**config.mk**
```make
export PLATFORM = sky130hd
export DESIGN_NAME = alu_flag_reg
export DESIGN_NICKNAME = d
export VERILOG_FILES = /design/src/rtl/alu_pkg.sv /design/src/rtl/alu_flag_calc.sv /design/src/rtl/alu_flag_reg.sv
export SDC_FILE = /design/constraint.sdc
export NUM_CORES = 1
export LEC_CHECK = 0
export ABC_AREA = 1
export CORE_MARGIN = 3
export CORE_UTILIZATION = 40
export DETAILED_ROUTE_END_ITERATION = 12
export GPL_ROUTABILITY_DRIVEN = 0
export PLACE_DENSITY_LB_ADDON = 0.25
export SETUP_SLACK_MARGIN = 0.2
export SLEW_MARGIN = 25
export SYNTH_ARGS = -nofsm -noshare
export SYNTH_HDL_FRONTEND = slang
export SYNTH_SLANG_ARGS = --single-unit
```
**constraint.sdc**
```tcl
create_clock -name clk -period 1.2 [get_ports clk]
set_input_delay 0.24 -clock clk [delete_from_list [all_inputs] [get_ports clk]]
set_output_delay 0.24 -clock clk [all_outputs]
set_load 0.02 [all_outputs]
```
**src/rtl/alu_pkg.sv**
```systemverilog
// Shared types and flag derivation for the add_subs result capture stage.
// Optional per-entry sum parity is enabled by defining ALU_FLAG_PARITY_EN.
package alu_pkg;

    localparam int ALU_W = 4;

    localparam int FLAG_N = 3;
    localparam int FLAG_Z = 2;
    localparam int FLAG_C = 1;
    localparam int FLAG_V = 0;

    typedef struct packed {
        logic n;
        logic z;
        logic c;
        logic v;
    } flags_t;

    typedef struct packed {
        logic [ALU_W-1:0] result;
        flags_t           flags;
`ifdef ALU_FLAG_PARITY_EN
        logic             parity;
`endif
    } entry_t;

    // C is carry on add and borrow on subtract, so the raw carry-out is
    // inverted in subtract mode.  V compares against the operand that
    // add_subs actually summed (b after mode inversion).
    function automatic flags_t calc_flags(
        input logic [ALU_W-1:0] a,
        input logic [ALU_W-1:0] b,
        input logic             m,
        input logic [ALU_W:0]   sum
    );
        logic [ALU_W-1:0] beff;
        flags_t           f;
        beff = b ^ {ALU_W{m}};
        f.n  = sum[ALU_W-1];
        f.z  = (sum[ALU_W-1:0] == '0);
        f.c  = sum[ALU_W] ^ m;
        f.v  = (a[ALU_W-1] == beff[ALU_W-1])
            && (sum[ALU_W-1] != a[ALU_W-1]);
        return f;
    endfunction

endpackage

```
**src/rtl/alu_flag_calc.sv**
```systemverilog
// Combinational N/Z/C/V (and optional parity) derivation for one result.
// Ports: a, b, m, sum in; flags (and parity with ALU_FLAG_PARITY_EN) out.
module alu_flag_calc
    import alu_pkg::*;
(
    input  logic [ALU_W-1:0] a,
    input  logic [ALU_W-1:0] b,
    input  logic             m,
    input  logic [ALU_W:0]   sum,
`ifdef ALU_FLAG_PARITY_EN
    output logic             parity,
`endif
    output flags_t           flags
);

    assign flags = calc_flags(a, b, m, sum);

`ifdef ALU_FLAG_PARITY_EN
    assign parity = ^sum;
`endif

endmodule

```
**src/rtl/alu_flag_reg.sv**
```systemverilog
// Capture FIFO for add_subs results with N/Z/C/V flags, valid/ready both sides.
// Ports: clk, rst, in_* push side, out_* pop side, out_count occupancy;
// out_parity exists only when ALU_FLAG_PARITY_EN is defined.
module alu_flag_reg
    import alu_pkg::*;
#(
    parameter int W     = ALU_W,
    parameter int DEPTH = 2
) (
    input  logic                       clk,
    input  logic                       rst,
    input  logic                       in_valid,
    output logic                       in_ready,
    input  logic [W-1:0]               in_a,
    input  logic [W-1:0]               in_b,
    input  logic                       in_m,
    input  logic [W:0]                 in_sum,
    output logic                       out_valid,
    input  logic                       out_ready,
    output logic [W-1:0]               out_result,
    output logic [3:0]                 out_flags,
`ifdef ALU_FLAG_PARITY_EN
    output logic                       out_parity,
`endif
    output logic [$clog2(DEPTH):0]     out_count
);

    localparam int PW = $clog2(DEPTH);
    localparam int CW = PW + 1;

    if (W != ALU_W || DEPTH < 2 || (DEPTH & (DEPTH - 1)) != 0)
    begin : g_bad_cfg
        $error("alu_flag_reg: W must equal ALU_W, DEPTH pow2 >= 2");
    end

    entry_t        mem [DEPTH];
    logic [PW-1:0] wptr;
    logic [PW-1:0] rptr;
    logic [CW-1:0] count;
    logic [CW-1:0] count_nx;
    logic          rdy;
    logic          push;
    logic          pop;
    flags_t        new_flags;
    entry_t        new_entry;
    entry_t        head;
`ifdef ALU_FLAG_PARITY_EN
    logic          new_parity;
`endif

    alu_flag_calc u_calc (
        .a      (in_a),
        .b      (in_b),
        .m      (in_m),
        .sum    (in_sum),
`ifdef ALU_FLAG_PARITY_EN
        .parity (new_parity),
`endif
        .flags  (new_flags)
    );

    always_comb begin
        new_entry        = '0;
        new_entry.result = in_sum[W-1:0];
        new_entry.flags  = new_flags;
`ifdef ALU_FLAG_PARITY_EN
        new_entry.parity = new_parity;
`endif
    end

    // in_ready is a register so it never depends on out_ready in the
    // same cycle; it is held low for the whole reset period.
    assign in_ready  = rdy;
    assign out_valid = (count != '0);
    assign push      = in_valid && rdy;
    assign pop       = out_valid && out_ready;

    always_comb begin
        count_nx = count;
        unique case (1'b1)
            (push && !pop): count_nx = count + 1'b1;
            (pop && !push): count_nx = count - 1'b1;
            default:        count_nx = count;
        endcase
    end

    always_ff @(posedge clk or posedge rst) begin
        if (rst) begin
            wptr  <= '0;
            rptr  <= '0;
            count <= '0;
            rdy   <= 1'b0;
            for (int i = 0; i < DEPTH; i++) begin
                mem[i] <= '0;
            end
        end else begin
            if (push) begin
                mem[wptr] <= new_entry;
                wptr      <= wptr + 1'b1;
            end
            if (pop) begin
                rptr <= rptr + 1'b1;
            end
            count <= count_nx;
            rdy   <= (count_nx != CW'(DEPTH));
        end
    end

    assign head = mem[rptr];

    always_comb begin
        out_flags         = '0;
        out_flags[FLAG_N] = head.flags.n;
        out_flags[FLAG_Z] = head.flags.z;
        out_flags[FLAG_C] = head.flags.c;
        out_flags[FLAG_V] = head.flags.v;
    end

    assign out_result = head.result;
    assign out_count  = count;

`ifdef ALU_FLAG_PARITY_EN
    assign out_parity = head.parity;
`endif

endmodule

```
* Yosys cells after proc, flatten, opt, wreduce, memory -nomap -nowiden
Cells that the tools add are included.
Operators by class: $add $sub $neg 4, mux-type cells 7, order comparisons 3, bitwise logic cells 4, equality and inequality tests 3, reductions and logical operators 10
Operators with widths (count):
- 2-to-1 mux 8 bit | 4
- bitwise mux 16 bit | 1
- demux 8 bit (select 1 bit) | 1
- logical AND 1 bit | 6
- greater-or-equal comparator 2 bit (second input constant) | 2
- zero test 4 bit | 1
- inverter 1 -> 2 bit | 2
- case mux 2 bit (2 select lines) | 1
- bitwise XOR 4 bit | 1
- adder 1 bit (second input constant) | 2
- adder 2 x 1 -> 2 bit (second input constant) | 1
- zero test 1 bit | 2
- < comparator 2 x 1 -> 1 bit (second input constant) | 1
- != test 2 bit (second input constant) | 1
- nonzero test 2 bit | 1
- subtractor 2 x 1 -> 2 bit (second input constant) | 1
- == test 1 bit | 1
- != test 1 bit | 1
- bitwise XOR 1 bit | 1
Word-level totals: bits in registers 21, input port bits 18, output and inout bits 12

* Depth between registers and ports, before layout
word-level depth 6, mapped depth 11, mapped depth without buffers 11

* Modules after synthesis
A second synthesis with hierarchy kept.
Second synthesis, totals: cells, all modules 131, area, all modules 1067.3 um2
By module, submodules not included:
- alu_flag_reg | cells an instance 114, area an instance 980.9 um2, instances 1
- alu_flag_calc | cells an instance 17, area an instance 86.3 um2, instances 1

* Worst setup path before layout
Ideal clock, no wire load.
path type reg-to-reg, start point reg count[0], in the netlist out_count[0], end point reg rdy, in the netlist in_ready, setup time 0.122 ns, data arrival time 1.455 ns, slack -0.377 ns, clock period less this slack 1.577 ns, stages on the path, launching flop included 10, cell sequence dfrtp_1 -> inv_1 -> nand2_1 -> nand2_1 -> inv_1 -> ha_1 -> inv_1 -> nand4_1 -> nand2_1 -> nand2_1
On the way: word-level cells in the longest chain between the ends 6
Ends and longest elaborated chain:
- start: declaration | RTL line alu_flag_reg.sv:39 | logic [CW-1:0] count;
- start signal: assignment | RTL line alu_flag_reg.sv:104 | count <= count_nx;
- nonzero test 2 bit * | RTL line alu_flag_reg.sv:74 | assign out_valid = (count != '0);
- via out_valid | RTL line alu_flag_reg.sv:18 | output logic out_valid,
- logical AND 1 bit * | RTL line alu_flag_reg.sv:76 | assign pop = out_valid && out_ready;
- via pop | RTL line alu_flag_reg.sv:43 | logic pop;
- zero test 1 bit | RTL line alu_flag_reg.sv:81 | (push && !pop): count_nx = count + 1'b1;
- logical AND 1 bit | RTL line alu_flag_reg.sv:81
- case mux 2 bit (2 select lines) * | RTL line alu_flag_reg.sv:80 | unique case (1'b1)
- via count_nx[1] | RTL line alu_flag_reg.sv:40 | logic [CW-1:0] count_nx;
- != test 2 bit * | RTL line alu_flag_reg.sv:105 | rdy <= (count_nx != CW'(DEPTH));
- end signal: assignment | RTL line alu_flag_reg.sv:105
- end: declaration | RTL line alu_flag_reg.sv:41 | logic rdy;
Mark *: on every way through the listed nets, which the timed path passes. The rest lies on a longest branch. A chain may end at the register's enable or synchronous reset.

* Final worst setup path
start point reg rptr, end point out out_flags[3]
On the way: word-level cells in the longest chain between the ends 4
Ends and longest elaborated chain:
- start: declaration | RTL line alu_flag_reg.sv:38 | logic [PW-1:0] rptr;
- start signal: assignment | RTL line alu_flag_reg.sv:102 | rptr <= rptr + 1'b1;
- inverter 1 -> 2 bit (not written as such) | RTL line alu_flag_reg.sv:109 | assign head = mem[rptr];
- 2-to-1 mux 8 bit (not written as such) (3 in a row) | RTL line alu_flag_reg.sv:109
- end: declaration | RTL line alu_flag_reg.sv:21 | output logic [3:0] out_flags,
Every way passes these cells. The select of a mux whose other input is x is not followed.

==> metrics.md <==
| Metric | Value |
|---|---|
| Status | `finished, violations left` |
| Failing checks | `negative setup slack` |
| Multi-input gate area | `542 um2` |
| Initial antenna violation count | `0` |
| Cell taking the most area after synthesis | `dfrtp_1` |
| Die ar. | `2990 um2` |
| Switching Power | `1.90 mW` |
| Net Sw Frac | `0.443` |
| Core Area | `2100 um2` |
| Largest net degree at the start of global routing | `20` |
| Post-DP HPWL | `1510 um` |
| Hold buffers post-CTS | `0` |
| Via count | `916` |
| Synth top area cells | `dfrtp_1, nand2_1, inv_1` |
| Num rows | `16` |
| Sequential Area | `479 um2` |
| Distinct cells, synth | `18` |
| Initial Util | `0.451` |
| Drc violations | `0` |
| Unrepaired setup endpoints after global routing | `yes` |
| Max Fclk | `685 MHz` |
| CTS Sinks | `19` |
| Worst-Skew Late Latency | `300 ps` |
| CP Class | `flop to output pin` |
| YS warnings | `0` |
| Critical Path Start Type | `flop` |
| Cells after synthesis | `120` |
| Slew Limit Headroom | `0.811` |
| Final Slew Violations | `0` |
| Drt wl/cell | `13.8 um` |
| Num ports | `30` |
| Layout area overhead | `67.5%` |
| Syn Area/Cell | `7.89 um2` |
| WP data arrival | `1220 ps` |
| Worst-path clk slew | `110 ps` |
| Comb pwr share | `0.632` |
| Area share of the largest cell type after synthesis | `0.502` |
| Least-Margin Pin Slew | `284 ps` |
| Syn_nets | `139` |
| Layout Nets | `183` |
| Final WS setup | `-260 ps` |
| Yosys reg bits | `19` |
| Die width | `54.7 um` |
| First-pass GRT wire length | `3770 um` |
| Clock Skews | `2.48 ps` |
| Placed cells | `176` |
| Fillers | `150` |
| PortBufs | `23` |
| Max Buffers Root-to-Sink | `2` |
| Worst path required time | `960 ps` |
| Pwr per Cell Area | `2710 nW/um2` |
| Congestion Overflow GR | `0` |
| Sequential-to-total area share from yosys stat | `0.502` |
| DRT Pass-1 Iters | `4` |
| Fin crit share | `1.22` |
| Routed WL | `2620 um` |
| Die H | `54.7 um` |
| Final setup fails | `14` |
| TNS Setup | `-2330 ps` |
| TritonCTS Buffers | `3` |
| Starting DRT DRC Count | `13` |
| Flop pwr share | `0.292` |
| Worst Hold Class | `primary input to asynchronous set/reset pin` |
| Cell area after synthesis | `947 um2` |
| Avg Vias per Cell | `4.82` |
| CTS tree | `yes` |
| CP max FO | `4` |
| Share of layout cells above drive strength 1 | `0.503` |
| H-tree Lvls | `1` |
| Clock power frac | `0.076` |
| Max_cap viols | `0` |
| Root Driver | `clkbuf_4` |
| Crit. End Element | `output pin` |
| Leak pwr | `0.820 nW` |
| Pre-CTS setup slack | `-442 ps` |
| Internal | `2.40 mW` |
| GRT Resource Usage Total | `0.185` |
| Final Hold Vio Count | `0` |
| Layout Cells excl Fill | `190` |
| N_diodes | `0` |
| Peak VDD IR | `2.15 mV` |
| Detail Route Antenna Nets | `0` |
| Tmin final | `1460 ps` |
| Vias in the first global route | `882` |
-- critical path: stages (launching register included) --
cell     delay (ps)
dfrtp_2         490
buf_6           160
nand2_4          80
nand2_4          60
buf_6           130
-- repair_timing --
| action | in CTS | in global routing |
|---|---|---|
| endpoints found under the hold margin | 0 | 0 |
| cloned | 1 | 0 |
| resized for setup | 105 | 17 |
| pin swaps | 13 | 5 |
| setup endpoints to repair | 31 | 31 |
| buffers inserted | 8 | 1 |
-- power by group through the flow --
stage,clock network (mW),registers [mW],logic [mW]
3_5_place_dp,0,1.19,1.90
5_1_grt,0.367,1.28,2.92
3_3_place_gp,0,1.18,1.86
6_report,0.329,1.26,2.72
2_1_floorplan,0,1.16,1.24
4_1_cts,0.335,1.20,2.49
-- metrics by stage --
stage | hold slack [ps] | power, mW | utilization | cell area [um2]
final | 249 | 4.30 | 0.755 | 1590
after global routing | 271 | 4.57 | 0.755 | 1590
after CTS | 258 | 4.02 | 0.723 | 1520
after detailed placement | 466 | 3.09 | 0.624 | 1310
after global placement | 463 | 3.04 | 0.624 | 1310
after floorplan | 191 | 2.41 | - | 1010
-- routing by layer --
| layer | GRT usage | share of wire |
|---|---|---|
| met5 | 0 | 0 |
| met4 | 0.0373 | 0.0038 |
| met3 | 0.0490 | 0.049 |
| met2 | 0.350 | 0.56 |
| met1 | 0.201 | 0.38 |
-- cell families (layout without fill, tap and decap cells) --
kind of cell               count (synthesis)  count (layout)  synth area share
and+or+nand+nor                           63              64             0.276
buffers and inverters                     22              64             0.102
DFF                                       19              19             0.502
AOI/OAI and AO/OA                         12              12            0.0792
xor gates and xnor gates                   3               3            0.0277
adders and majority gates                  1               1            0.0132
-- final timing paths --
kind / start / slack [ps] / cells after the start / endpoint
setup / recovery: rptr / -260 / 4 / out_flags[3]
hold / removal: rst / 250 / 3 / mem[5]
setup reg to reg: out_count[1] / -140 / 10 / in_ready
hold reg to reg: mem[14] / 510 / 2 / mem[14]
max in group asynchronous: rst / 730 / 3 / out_count[1]
min in group clk: mem[14] / 510 / 2 / mem[14]
-- registers in the layout, summed over array words and instances (netlist names) --
signal	count
mem	14
out_count	2
in_ready	1
rptr	1
wptr	1
-- synthesized netlist by cell type, drive strengths merged --
library cell	number
ha	1
o21ai	12
nand4	2
nand3	4
xor2	3
nor2	3
nand2	54
inv	18
dfrtp	19
buf	4
-- layout make-up --
cell class                 instances  area share
multi-input combinational         80       0.341
timing repair buffer              42       0.270
sequential                        19       0.302
inverter                          18      0.0489
clock buffer                       4      0.0166
tap                               27      0.0213
-- layout by cell type, fill, tap and decap left out, types with 2 or more instances in the layout --
master,n
nand3_2,2
nand3_1,2
inv_1,11
xor2_1,2
nand2_1,29
clkbuf_4,3
o21ai_1,5
nand4_1,2
nand2_4,9
inv_2,5
buf_4,8
clkdlybuf4s50_1,10
dfrtp_1,16
nor2_1,2
nand2_2,16
dfrtp_2,3
inv_6,2
o21ai_2,6
buf_6,23
Note: power is estimated with default switching activity, not from simulation.
